## config.mk

```make
export PLATFORM = sky130hd
export DESIGN_NAME = iot_event_arbiter
export DESIGN_NICKNAME = d
export VERILOG_FILES = /design/src/rtl/iot_event_arbiter.sv
export SDC_FILE = /design/constraint.sdc
export NUM_CORES = 1
export LEC_CHECK = 0
export BUFFER_PORTS_ARGS = -buffer_cell sky130_fd_sc_hd__buf_2
export CAP_MARGIN = 40
export CORE_MARGIN = 2
export CORE_UTILIZATION = 45
export CTS_BUF_LIST = sky130_fd_sc_hd__clkbuf_4 sky130_fd_sc_hd__clkbuf_8 sky130_fd_sc_hd__clkbuf_16
export DETAILED_ROUTE_END_ITERATION = 8
export GPL_TIMING_DRIVEN = 0
export PLACE_DENSITY = 0.72
export SLEW_MARGIN = 10
export SYNTH_ARGS = -nofsm -noshare
export SYNTH_HDL_FRONTEND = slang
export SYNTH_SLANG_ARGS = --single-unit
```

## constraint.sdc

```tcl
create_clock -name clk -period 2.4 [get_ports clk]
set_input_delay 0.24 -clock clk [delete_from_list [all_inputs] [get_ports clk]]
set_output_delay 0.24 -clock clk [all_outputs]
set_load 0.03 [all_outputs]
```

## src/rtl/iot_event_arbiter.sv

```systemverilog
`default_nettype none
// ============================================================================
// Module   : iot_event_arbiter
// Purpose  : Round-robin arbiter that serialises on/off events from N_DEV
//            IoT devices into single-cycle change/on_off commands for the
//            active-device monitor. Keeps a per-device active bitmap to
//            filter redundant events and a shadow count of active devices.
// Option   : ARB_DROP_CNT_EN adds o_drop_cnt, a saturating count of
//            redundant events dropped during arbitration.
// Revision : 1.0 - initial release
// ============================================================================
module iot_event_arbiter #(
   parameter int N_DEV      = 4,
   parameter int ID_W       = 2,
   parameter int GAP_CYCLES = 1
) (
   input  logic             clk,
   input  logic             rst,
   input  logic             i_en,
   input  logic [N_DEV-1:0] i_ev_valid,
   input  logic [N_DEV-1:0] i_ev_on,
   output logic [N_DEV-1:0] o_ev_ready,
   output logic             o_change,
   output logic             o_on_off,
   output logic [ID_W-1:0]  o_grant_id,
   output logic [N_DEV-1:0] o_dev_active,
   output logic [7:0]       o_active_cnt,
   output logic             o_busy
`ifdef ARB_DROP_CNT_EN
  ,output logic [7:0]       o_drop_cnt
`endif
);

   typedef enum logic [1:0] {
      S_IDLE  = 2'd0,
      S_ARB   = 2'd1,
      S_ISSUE = 2'd2,
      S_GAP   = 2'd3
   } state_t;

   localparam logic [2:0] c_GAP_LAST = 3'(GAP_CYCLES - 1);

   state_t            r_state;
   logic [ID_W-1:0]   r_rr_ptr;
   logic [ID_W-1:0]   r_grant_id;
   logic [N_DEV-1:0]  r_dev_active;
   logic [7:0]        r_active_cnt;
   logic              r_change;
   logic              r_on_off;
   logic              r_ev_on_lat;
   logic [2:0]        r_gap_cnt;

   logic              w_found;
   logic [ID_W-1:0]   w_winner;
   logic [ID_W-1:0]   w_next_ptr;
   logic              w_win_on;
   logic              w_redundant;
   logic              w_accept;
   logic [N_DEV-1:0]  w_ready;

   // Index of the requester at a given offset from base, wrapping at N_DEV
   // (N_DEV need not be a power of two).
   function automatic logic [ID_W-1:0] f_wrap(input logic [ID_W-1:0] base, input int off);
      int s;
      s = int'(base) + off;
      if (s >= N_DEV) s = s - N_DEV;
      return ID_W'(s);
   endfunction

   // Round-robin search: descending scan so the lowest offset from rr_ptr wins.
   always_comb begin
      w_found  = 1'b0;
      w_winner = '0;
      for (int k = N_DEV - 1; k >= 0; k--) begin
         if (i_ev_valid[f_wrap(r_rr_ptr, k)]) begin
            w_found  = 1'b1;
            w_winner = f_wrap(r_rr_ptr, k);
         end
      end
   end

   assign w_next_ptr  = (w_winner == ID_W'(N_DEV - 1)) ? '0 : w_winner + ID_W'(1);
   assign w_win_on    = i_ev_on[w_winner];
   assign w_redundant = (i_ev_on[w_winner] == r_dev_active[w_winner]);
   assign w_accept    = (r_state == S_ARB) && i_en && w_found;

   // One-hot acceptance strobe, only ever raised in ARB (the sole combinational path).
   always_comb begin
      w_ready = '0;
      if (w_accept) w_ready[w_winner] = 1'b1;
   end

   // Main control FSM with registered command outputs and shadow bitmap/count.
   always_ff @(posedge clk or posedge rst) begin
      if (rst) begin
         r_state      <= S_IDLE;
         r_rr_ptr     <= '0;
         r_grant_id   <= '0;
         r_dev_active <= '0;
         r_active_cnt <= 8'd0;
         r_change     <= 1'b0;
         r_on_off     <= 1'b0;
         r_ev_on_lat  <= 1'b0;
         r_gap_cnt    <= 3'd0;
      end else begin
         case (r_state)
            S_IDLE: begin
               if (i_en) r_state <= S_ARB;
            end
            S_ARB: begin
               if (!i_en) begin
                  r_state <= S_IDLE;
               end else if (w_found) begin
                  r_grant_id  <= w_winner;
                  r_rr_ptr    <= w_next_ptr;
                  r_ev_on_lat <= w_win_on;
                  // Redundant events are consumed here without a command.
                  if (!w_redundant) begin
                     r_state  <= S_ISSUE;
                     r_change <= 1'b1;
                     r_on_off <= w_win_on;
                  end
               end
            end
            S_ISSUE: begin
               r_dev_active[r_grant_id] <= ~r_dev_active[r_grant_id];
               r_active_cnt <= r_ev_on_lat ? r_active_cnt + 8'd1 : r_active_cnt - 8'd1;
               r_change     <= 1'b0;
               r_on_off     <= 1'b0;
               r_gap_cnt    <= 3'd0;
               r_state      <= S_GAP;
            end
            S_GAP: begin
               // en is deliberately ignored so an issued command always completes.
               if (r_gap_cnt == c_GAP_LAST) begin
                  r_gap_cnt <= 3'd0;
                  r_state   <= S_ARB;
               end else begin
                  r_gap_cnt <= r_gap_cnt + 3'd1;
               end
            end
            default: r_state <= S_IDLE;
         endcase
      end
   end

`ifdef ARB_DROP_CNT_EN
   logic [7:0] r_drop_cnt;

   // Saturating count of redundant events filtered during arbitration.
   always_ff @(posedge clk or posedge rst) begin
      if (rst) begin
         r_drop_cnt <= 8'd0;
      end else if (w_accept && w_redundant && (r_drop_cnt != 8'hFF)) begin
         r_drop_cnt <= r_drop_cnt + 8'd1;
      end
   end

   assign o_drop_cnt = r_drop_cnt;
`endif

   assign o_ev_ready   = w_ready;
   assign o_change     = r_change;
   assign o_on_off     = r_on_off;
   assign o_grant_id   = r_grant_id;
   assign o_dev_active = r_dev_active;
   assign o_active_cnt = r_active_cnt;
   assign o_busy       = (r_state == S_ISSUE) || (r_state == S_GAP);

endmodule
`default_nettype wire

```

==> impl_metrics.py, run 1 <==
metrics = {
    "run_status": {
        "status": "complete, no violations",
    },
    "setup_path": {
        "crit_chain": "and2_4 > and2_4 > nor3_4 > inv_4 > ha_1 > and2_1 > buf_2",
        "path_delay_family": "simple AND/OR/NAND/NOR gates",
        "critPathMaxFanout": 9,
        "path_class": "reg -> out",
        "critPathRequiredTime_ns": 2.16,
        "crit_path_max_incr_delay_ns": 0.44,
        "arrival_ns": 1.98,
        "cp-start-kind": "register",
        "cp.buffers_inverters": 2,
        "crit_slowest_cell": "dfrtp_1",
        "cp_common_cell": "and2_4",
        "cp-end-kind": "primary output",
    },
    "die": {
        "die_y_um": 66.55,
        "fp.dieW_um": 66.55,
        "num_rows": 22,
        "io_pins": 32,
        "die_area_um2": 4428,
        "placeableCoreArea_um2": 3716,
        "initial_utilization_pct": 47.37,
    },
    "drt": {
        "ant_nets": 0,
        "drc": 0,
        "dr_total_vias": 1375,
        "via_per_inst": 5.131,
        "avgRoutedWirePerCell_um": 12.43,
        "firstDrtPassIters": 4,
        "routed_wl_mm": 3.330,
        "drt-initial-drc-count": 85,
    },
    "clocking": {
        "cts_buffer_depth": 2,
        "cts_root_buf": "clkbuf_8",
        "cts_tree": "done",
        "numCtsBuffers": 3,
        "clock-sinks": 24,
        "path_clk_slew_ns": 0.09,
        "htree_levels": 1,
        "clk_latency_ns": 0.27,
    },
    "yosys": {
        "synthCells": 180,
        "synthArstFlopShare_pct": 100.0,
        "synth_flop_cell": "dfrtp_1",
        "syn_nets": 209,
        "yosys_warnings": 0,
        "ys_ff_latch": 24,
        "synth_edf_count": 0,
        "syn_avg_cell_area_um2": 9.780,
        "syn_area_um2": 1760,
        "yosysSeqAreaShare_pct": 34.12,
        "ys_types": 47,
    },
    "timing": {
        "fin_skew_ns": 0.004145,
        "worst_slew_pin_slew_ns": 0.5675,
        "hold_viol_final": 0,
        "fmax_mhz": 449.8,
        "finalMaxSlewViolations": 0,
        "maxSlewHeadroom_pct": 62.17,
        "rsz0062_at_grt": "no",
        "fin_crit_sh_pct": 92.63,
        "min_period_ns": 2.223,
        "setup_viol": 0,
        "tns_ns": 0,
        "layout_setup_ws_ns": 0.1768,
    },
    "final_layout": {
        "layout_common_cells": "buf_2 (31), dfrtp_1 (24), ha_1 (17)",
        "area_delta_synth_final_pct": 19.62,
        "drive_gt1_share_pct": 30.00,
        "design_area_um2": 2106,
        "final_common_cell": "buf_2",
        "antenna_cells": 0,
        "final_nets": 250,
    },
    "place": {
        "routabilityCongestion": 0.8235,
        "hpwl_mm": 2.556,
        "dp_slack_ns": 0.007480,
        "postPlaceCellArea_um2": 2003,
        "io_buffers": 31,
    },
    "pwr": {
        "vdd_drop_max_mv": 0.8159,
        "fin_total_pwr_mw": 2.940,
        "power.density_nw_per_um2": 1396,
        "leakage_nw": 1.031,
    },
    "global_routing": {
        "antenna_found_initial": 0,
        "grt_max_degree": 20,
        "grt_pass1_wl_mm": 5.823,
        "grt_util_all_layers_pct": 17.05,
        "grt_pass1_vias": 1298,
        "gr-total-overflow": 0,
    },
    "run": {
        "max_cap_viol_count": 0,
    },
    "min_path": {
        "hold_path_class": "in -> reg",
    },
}
==> repair_timing <==
item | CTS | global route
pin swaps | 0 | 1
endpoints found under the hold margin | 5 | 0
endpoints found under the setup margin | 5 | 5
hold buffers | 1 | 0
buffers inserted | 0 | 3
gates resized for setup | 2 | 3
==> cell type report <==
class | count | area, um^2
Fill cell | 351 | 1610
Multi-Input combinational cell | 135 | 1089
Sequential cell | 24 | 600.6
Timing Repair Buffer | 36 | 215.2
Inverter | 18 | 70.07
Tap cell | 48 | 60.06
Clock buffer | 4 | 55.05
Buffer | 3 | 16.27
==> state kept, by name, summed over array words and instances (netlist names) <==
| signal | cells |
|---|---|
| r_rr_ptr | 2 |
| o_on_off | 1 |
| r_state | 2 |
| r_gap_cnt | 3 |
| o_active_cnt | 8 |
| o_change | 1 |
| o_dev_active | 4 |
| r_ev_on_lat | 1 |
| o_grant_id | 2 |
==> layer usage <==
metal  up-vias  track usage (%)  share of wire, %
li1        705                -                 -
met1       645            24.10                50
met2        20            27.00                45
met3         5            2.196               2.9
met4         0            5.357               1.4
met5         -                0                 0
==> logic make-up after synthesis <==
kind of cell / share of synthesized area (%)
AND/OR/NAND/NOR: 15.71
flip-flops: 34.12
XOR/XNOR: 6.468
adder cells (fa/ha/maj): 13.22
buffers and inverters: 4.833
multiplexers: 7.321
AO/OA/AOI/OAI: 18.34
==> through the flow <==
| stage | hold WS (ns) | utilization, % | std cells |
|---|---|---|---|
| after floorplan | 0.2546 | - | 180 |
| after global placement | 0.4595 | 53.16 | 259 |
| after detailed placement | 0.2106 | 53.91 | 260 |
| after CTS | 0.3769 | 55.69 | 265 |
| after global routing | 0.4089 | 56.67 | 268 |
| final | 0.4116 | 56.67 | 268 |
==> cell usage after synthesis, types with 2 or more instances <==
master / count / area, um^2
and2_4: 2 / 17.52
and2_1: 5 / 31.28
a211oi_2: 2 / 25.02
clkbuf_1: 2 / 7.510
o31ai_1: 2 / 15.01
mux2_2: 7 / 78.83
nand3_1: 6 / 30.03
nand2_1: 10 / 37.54
nand2b_1: 3 / 18.77
nor2_1: 11 / 41.29
nor3_1: 3 / 15.01
ha_1: 17 / 212.7
dfrtp_1: 24 / 600.6
o21bai_1: 2 / 15.01
a21oi_1: 8 / 40.04
inv_1: 17 / 63.81
xnor2_1: 9 / 78.83
xor2_1: 4 / 35.03
o21ai_0: 10 / 50.05
mux2i_1: 5 / 50.05
a21o_1: 2 / 15.01
o211ai_1: 2 / 15.01
nor2b_1: 3 / 18.77
==> worst min-delay path, cell delays in order <==
cell and delay, ns:
buf_2 0.10, nand2_1 0.11, a21bo_2 0.14, mux2i_1 0.05
==> where the power goes <==
part | switching [mW] | internal, mW | leakage [nW]
logic | 1.09 | 0.813 | 0.708
clock network | 0.131 | 0.147 | 0.0288
registers | 0.178 | 0.579 | 0.295
==> path summary, 6_finish.rpt <==
kind,start,end,slack [ns],depth (start not counted)
min,i_en,r_state[1]$_DFFE_PP0P_,0.41,4
max reg2reg,r_rr_ptr[1]$_DFFE_PP0P_,r_state[1]$_DFFE_PP0P_,0.22,7
max in group asynchronous,rst,o_dev_active[0]$_DFFE_PP0P_,1.53,4
max,r_rr_ptr[1]$_DFFE_PP0P_,o_ev_ready[0],0.18,7
min reg2reg,o_active_cnt[7]$_DFFE_PP0P_,o_active_cnt[7]$_DFFE_PP0P_,0.47,1
min in group asynchronous,rst,r_gap_cnt[2]$_DFFE_PP0P_,0.47,3
(Power assumes the default switching activity.)
==> run 2, diff against run 1 <==
--- a/config.mk
+++ b/config.mk
@@ -13,7 +13,7 @@
 export DETAILED_ROUTE_END_ITERATION = 8
 export GPL_TIMING_DRIVEN = 0
 export PLACE_DENSITY = 0.72
-export SLEW_MARGIN = 10
+export SLEW_MARGIN = 20
 export SYNTH_ARGS = -nofsm -noshare
 export SYNTH_HDL_FRONTEND = slang
 export SYNTH_SLANG_ARGS = --single-unit
==> constraint.sdc (replaced) <==
create_clock -name clk -period 2.09 [get_ports clk]
set_input_delay 0.209 -clock clk [delete_from_list [all_inputs] [get_ports clk]]
set_output_delay 0.209 -clock clk [all_outputs]
set_load 0.03 [all_outputs]
==> run 2 against run 1 <==
Compared with the run above:
- core utilization is 8.1 points higher
- register-to-register slack worse by 0.19 ns
- largest power group unchanged
- the run now ends with setup timing left
- critical path type unchanged
- cell count rose by 6.3%
- clock power grew 17%
==> impl_metrics.py, run 2 (synthesis gave the netlist of run 1 again) <==
metrics = {
    "setup_path": {
        "cp.buffers_inverters": 2,
        "crit_chain": "and2_4 > and2_4 > nor3_4 > buf_4 > ha_4 > and2_4 > buf_6",
        "path_delay_family": "simple AND/OR/NAND/NOR gates",
        "cp-start-kind": "register",
        "path_class": "reg -> out",
        "crit_path_max_incr_delay_ns": 0.45,
        "crit_slowest_cell": "dfrtp_2",
        "cp-end-kind": "primary output",
        "rr_worst_depth": 7,
        "critPathMaxFanout": 5,
        "critPathRequiredTime_ns": 1.88,
        "worst-path-stages": 7,
        "arrival_ns": 1.90,
        "cp_common_cell": "and2_4",
    },
    "timing": {
        "fin_skew_ns": 0.004017,
        "worst_slew_pin_slew_ns": 0.5925,
        "fin_crit_sh_pct": 100.9,
        "maxSlewHeadroom_pct": 60.50,
        "fmax_mhz": 474.2,
        "layout_setup_ws_ns": -0.01864,
        "hold_viol_final": 0,
        "min_period_ns": 2.109,
        "tns_ns": -0.04253,
        "setup_viol": 3,
        "rsz0062_at_grt": "yes",
        "finalMaxSlewViolations": 0,
    },
    "global_routing": {
        "grt_pass1_vias": 1357,
        "antenna_found_initial": 0,
        "grt_pass1_wl_mm": 5.989,
        "gr-total-overflow": 0,
        "grt_max_degree": 20,
        "grt_util_all_layers_pct": 17.41,
    },
    "drt": {
        "via_per_inst": 5.123,
        "dr_total_vias": 1460,
        "ant_nets": 0,
        "routed_wl_mm": 3.859,
        "drc": 0,
        "firstDrtPassIters": 4,
        "avgRoutedWirePerCell_um": 13.54,
        "drt-initial-drc-count": 88,
    },
    "clocking": {
        "cts_buffer_depth": 2,
        "clk_latency_ns": 0.27,
        "path_clk_slew_ns": 0.09,
        "htree_levels": 1,
        "numCtsBuffers": 3,
        "cts_tree": "done",
        "cts_root_buf": "clkbuf_8",
        "clock-sinks": 24,
    },
    "place": {
        "io_buffers": 31,
        "postPlaceCellArea_um2": 2012,
        "hpwl_mm": 2.587,
        "routabilityCongestion": 0.7711,
    },
    "die": {
        "fp.dieW_um": 66.55,
        "die_area_um2": 4428,
        "die_y_um": 66.55,
        "placeableCoreArea_um2": 3716,
        "initial_utilization_pct": 47.37,
        "io_pins": 32,
        "num_rows": 22,
    },
    "final_layout": {
        "final_nets": 267,
        "layout_common_cells": "buf_2 (27), dfrtp_1 (22), buf_4 (18)",
        "antenna_cells": 0,
        "design_area_um2": 2406,
        "area_delta_synth_final_pct": 36.67,
        "final_common_cell": "buf_2",
        "drive_gt1_share_pct": 43.04,
        "largest_reg_flops": 8,
    },
    "run": {
        "max_cap_viol_count": 0,
    },
    "pwr": {
        "vdd_drop_max_mv": 1.277,
        "power.density_nw_per_um2": 1666,
        "leakage_nw": 1.134,
    },
    "run_status": {
        "status": "finished with violations",
        "violations": "setup timing",
    },
    "min_path": {
        "hold_path_class": "in -> async",
    },
}
[run 2: repair_timing]
| action | 4_1_cts | 5_1_grt |
|---|---|---|
| gates resized for setup | 20 | 23 |
| buffers inserted | 9 | 11 |
| hold endpoints to repair | 5 | 0 |
| hold buffers | 1 | 0 |
| pin swaps | 8 | 15 |
| endpoints found under the setup margin | 9 | 10 |
| cloned | 0 | 0 |
[run 2: layout make-up]
class	instances	area, um^2
buffer	3	25.02
clock buffer	4	55.05
fill	294	1310
inverter	18	72.57
multi-input combinational	135	1211
sequential	24	603.1
tap	48	60.06
timing repair buffer	53	379.1
[run 2: per-stage QoR]
step | setup WS (ns) | instances | hold slack [ns] | power, mW | utilization [%]
final | -0.01864 | 285 | 0.4213 | 4.007 | 64.75
after global routing | -0.08588 | 285 | 0.4306 | 4.323 | 64.75
after CTS | -0.0006632 | 274 | 0.4225 | 3.626 | 59.63
after detailed placement | -0.09300 | 260 | 0.1775 | 3.029 | 54.14
after global placement | -0.08392 | 259 | 0.4536 | 2.980 | 53.40
after floorplan | 0.01982 | 180 | 0.2236 | 2.567 | -
[run 2: tightest hold or removal path: stages]
cell,delay [ns]
dlygate4sd3_1,0.53
buf_2,0.11
inv_1,0.25
[run 2: worst paths after layout]
check	start	to	slack, ns
max in group asynchronous	rst	o_active_cnt[1]$_DFFE_PP0P_	1.26
max reg2reg	r_rr_ptr[1]$_DFFE_PP0P_	r_state[0]$_DFFE_PP0P_	0.03
min in group clk	i_en	r_state[1]$_DFFE_PP0P_	0.45
min reg2reg	o_active_cnt[7]$_DFFE_PP0P_	o_active_cnt[7]$_DFFE_PP0P_	0.47
max	r_rr_ptr[1]$_DFFE_PP0P_	o_ev_ready[1]	-0.02
min	rst	r_gap_cnt[2]$_DFFE_PP0P_	0.42
[run 2: layer usage]
metal	track usage, %	part of all wire (%)	vias up
li1	-	-	738
met2	27.13	46	20
met1	24.65	50	698
met4	6.633	0.98	0
met5	0	0	-
met3	2.027	3.2	4
[run 2: power by group]
part / switching [mW] / internal, mW / total (mW)
logic: 1.49 / 1.31 / 2.80
registers: 0.214 / 0.669 / 0.883
clock network: 0.157 / 0.168 / 0.326
==> run 3, diff against run 2 <==
--- a/config.mk
+++ b/config.mk
@@ -8,11 +8,12 @@
 export BUFFER_PORTS_ARGS = -buffer_cell sky130_fd_sc_hd__buf_2
 export CAP_MARGIN = 40
 export CORE_MARGIN = 2
-export CORE_UTILIZATION = 45
+export CORE_UTILIZATION = 50
 export CTS_BUF_LIST = sky130_fd_sc_hd__clkbuf_4 sky130_fd_sc_hd__clkbuf_8 sky130_fd_sc_hd__clkbuf_16
 export DETAILED_ROUTE_END_ITERATION = 8
 export GPL_TIMING_DRIVEN = 0
-export PLACE_DENSITY = 0.72
+export PLACE_DENSITY = 0.78
+export SETUP_SLACK_MARGIN = 0.4
 export SLEW_MARGIN = 20
 export SYNTH_ARGS = -nofsm -noshare
 export SYNTH_HDL_FRONTEND = slang
==> run 3 against run 2 <==
Compared with the run above:
- the flow still finishes with violations (setup timing)
- via count rose by 9.9%
- combinational power increased by 16%
- clock power is 26% lower
- cell count rose by 2.1%
- critical path depth rose by 1
- wire length rose by 28%
- die area fell by 9.4%
- clock skew up 0.0046 ns
- critical path type is now reg -> reg
- cell area is 7.1% higher
- worst hold slack worse by 0.092 ns
- flip-flop and latch count is the same
- non-clock buffer count grew 8
==> impl_metrics.py, run 3 (synthesis gave the netlist of run 1 again) <==
metrics = {
    "pwr": {
        "power.density_nw_per_um2": 1702,
        "vdd_drop_max_mv": 1.256,
        "leakage_nw": 1.197,
        "fin_total_pwr_mw": 4.385,
    },
    "setup_path": {
        "crit_start": "r_rr_ptr[1]$_DFFE_PP0P_",
        "cp-start-kind": "register",
        "critPathRequiredTime_ns": 2.34,
        "cp-end-kind": "register",
        "arrival_ns": 2.47,
        "rr_startpoint": "r_rr_ptr[1]$_DFFE_PP0P_",
        "critPathMaxFanout": 5,
        "path_class": "reg -> reg",
    },
    "global_routing": {
        "grt_pass1_wl_mm": 7.141,
        "grt_pass1_vias": 1474,
        "antenna_found_initial": 0,
        "grt_util_all_layers_pct": 22.41,
        "gr-total-overflow": 0,
        "grt_max_degree": 20,
    },
    "timing": {
        "rsz0062_at_grt": "yes",
        "maxSlewHeadroom_pct": 54.10,
        "min_period_ns": 2.216,
        "layout_setup_ws_ns": -0.1264,
        "setup_viol": 5,
        "fin_skew_ns": 0.008659,
        "worst_slew_pin_slew_ns": 0.6822,
        "fin_worst_hold_slack_ns": 0.3292,
        "fin_crit_sh_pct": 106.0,
        "fmax_mhz": 451.2,
        "finalMaxSlewViolations": 0,
        "hold_viol_final": 0,
    },
    "die": {
        "num_rows": 21,
        "die_area_um2": 4011,
        "placeableCoreArea_um2": 3363,
        "initial_utilization_pct": 52.34,
        "fp.dieW_um": 63.34,
        "io_pins": 32,
        "die_y_um": 63.34,
    },
    "drt": {
        "via_per_inst": 5.515,
        "firstDrtPassIters": 4,
        "dr_total_vias": 1605,
        "avgRoutedWirePerCell_um": 16.99,
        "drc": 0,
        "routed_wl_mm": 4.945,
        "ant_nets": 0,
        "drt-initial-drc-count": 69,
    },
    "final_layout": {
        "final_common_cell": "buf_2",
        "largest_reg_flops": 8,
        "area_delta_synth_final_pct": 46.34,
        "final_nets": 275,
        "layout_common_cells": "buf_2 (27), dfrtp_1 (21), buf_4 (20)",
        "drive_gt1_share_pct": 51.02,
        "antenna_cells": 0,
    },
    "run_status": {
        "status": "finished with violations",
        "violations": "setup timing",
    },
    "min_path": {
        "hold_path_class": "in -> async",
    },
    "clocking": {
        "clk_latency_ns": 0.33,
        "cts_tree": "done",
        "htree_levels": 1,
        "cts_buffer_depth": 2,
        "cts_root_buf": "clkbuf_4",
        "numCtsBuffers": 3,
        "path_clk_slew_ns": 0.15,
        "clock-sinks": 24,
    },
    "place": {
        "io_buffers": 31,
        "routabilityCongestion": 0.8324,
        "hpwl_mm": 2.675,
    },
    "run": {
        "max_cap_viol_count": 0,
    },
}
==> run 3: changes by cell type in the layout (fill, tap and decap cells not counted), sizes merged <==
cell    before  now
buf         53   62
clkbuf       6    5
==> run 3: area by class of cell <==
type	count	area (um^2)
repair buffers	61	451.7
inverters	18	75.07
flip-flops and latches	24	604.3
plain buffers	3	30.03
multi-input cells	135	1328
fillers	248	787.0
well taps	46	57.56
clock buffers	4	30.03
==> run 3: per-stage QoR <==
step	setup WS, ns	setup TNS, ns	cells	area, um^2	util, %
after floorplan	0.07392	0	180	1866	-
after global placement	-0.06955	-0.06955	257	2078	61.79
after detailed placement	-0.08878	-0.09782	258	2093	62.24
final	-0.1264	-0.1750	291	2576	76.60
after global routing	-0.1892	-0.6558	291	2576	76.60
after CTS	-0.03192	-0.1292	283	2424	72.06
==> run 3: metal layers <==
layer / vias to the layer above / GRT usage [%] / wire length [um]
met3: 8 / 4.286 / 203
met5: - / 0 / 0
met2: 47 / 38.82 / 2453
met1: 795 / 30.33 / 2210
li1: 755 / - / -
met4: 0 / 1.630 / 77
==> run 3: power breakdown <==
group | internal (mW) | switching (mW)
registers | 0.669 | 0.220
clock network | 0.0878 | 0.154
logic | 1.54 | 1.71
total | 2.30 | 2.09
==> run 3: path summary, 6_finish.rpt <==
path | to | slack (ns) | depth (start not counted)
worst min-delay path | o_active_cnt[0]$_DFFE_PP0P_ | 0.33 | 3
worst max register to register | o_change$_DFFE_PP0P_ | -0.13 | 8
max in group asynchronous | o_active_cnt[2]$_DFFE_PP0P_ | 1.32 | 4
worst min register to register | o_active_cnt[7]$_DFFE_PP0P_ | 0.48 | 1
min in group clk | r_state[1]$_DFFE_PP0P_ | 0.35 | 4
worst max-delay path | o_change$_DFFE_PP0P_ | -0.13 | 8
==> run 3: critical path: stages, from the launching register on <==
cell and delay [ns]:
dfrtp_1 0.46, and2_4 0.18, o211ai_1 0.33, buf_4 0.20, a21boi_0 0.14, o21ai_2 0.21, o2111a_1 0.28, o21ai_1 0.13
a211oi_2 0.20
==> run 3: timing repair <==
action	in CTS	in global routing
buffers inserted	20	8
resized for setup	39	20
pin swaps	14	11
endpoints found under the hold margin	5	0
hold buffers	1	0
setup endpoints to repair	21	18
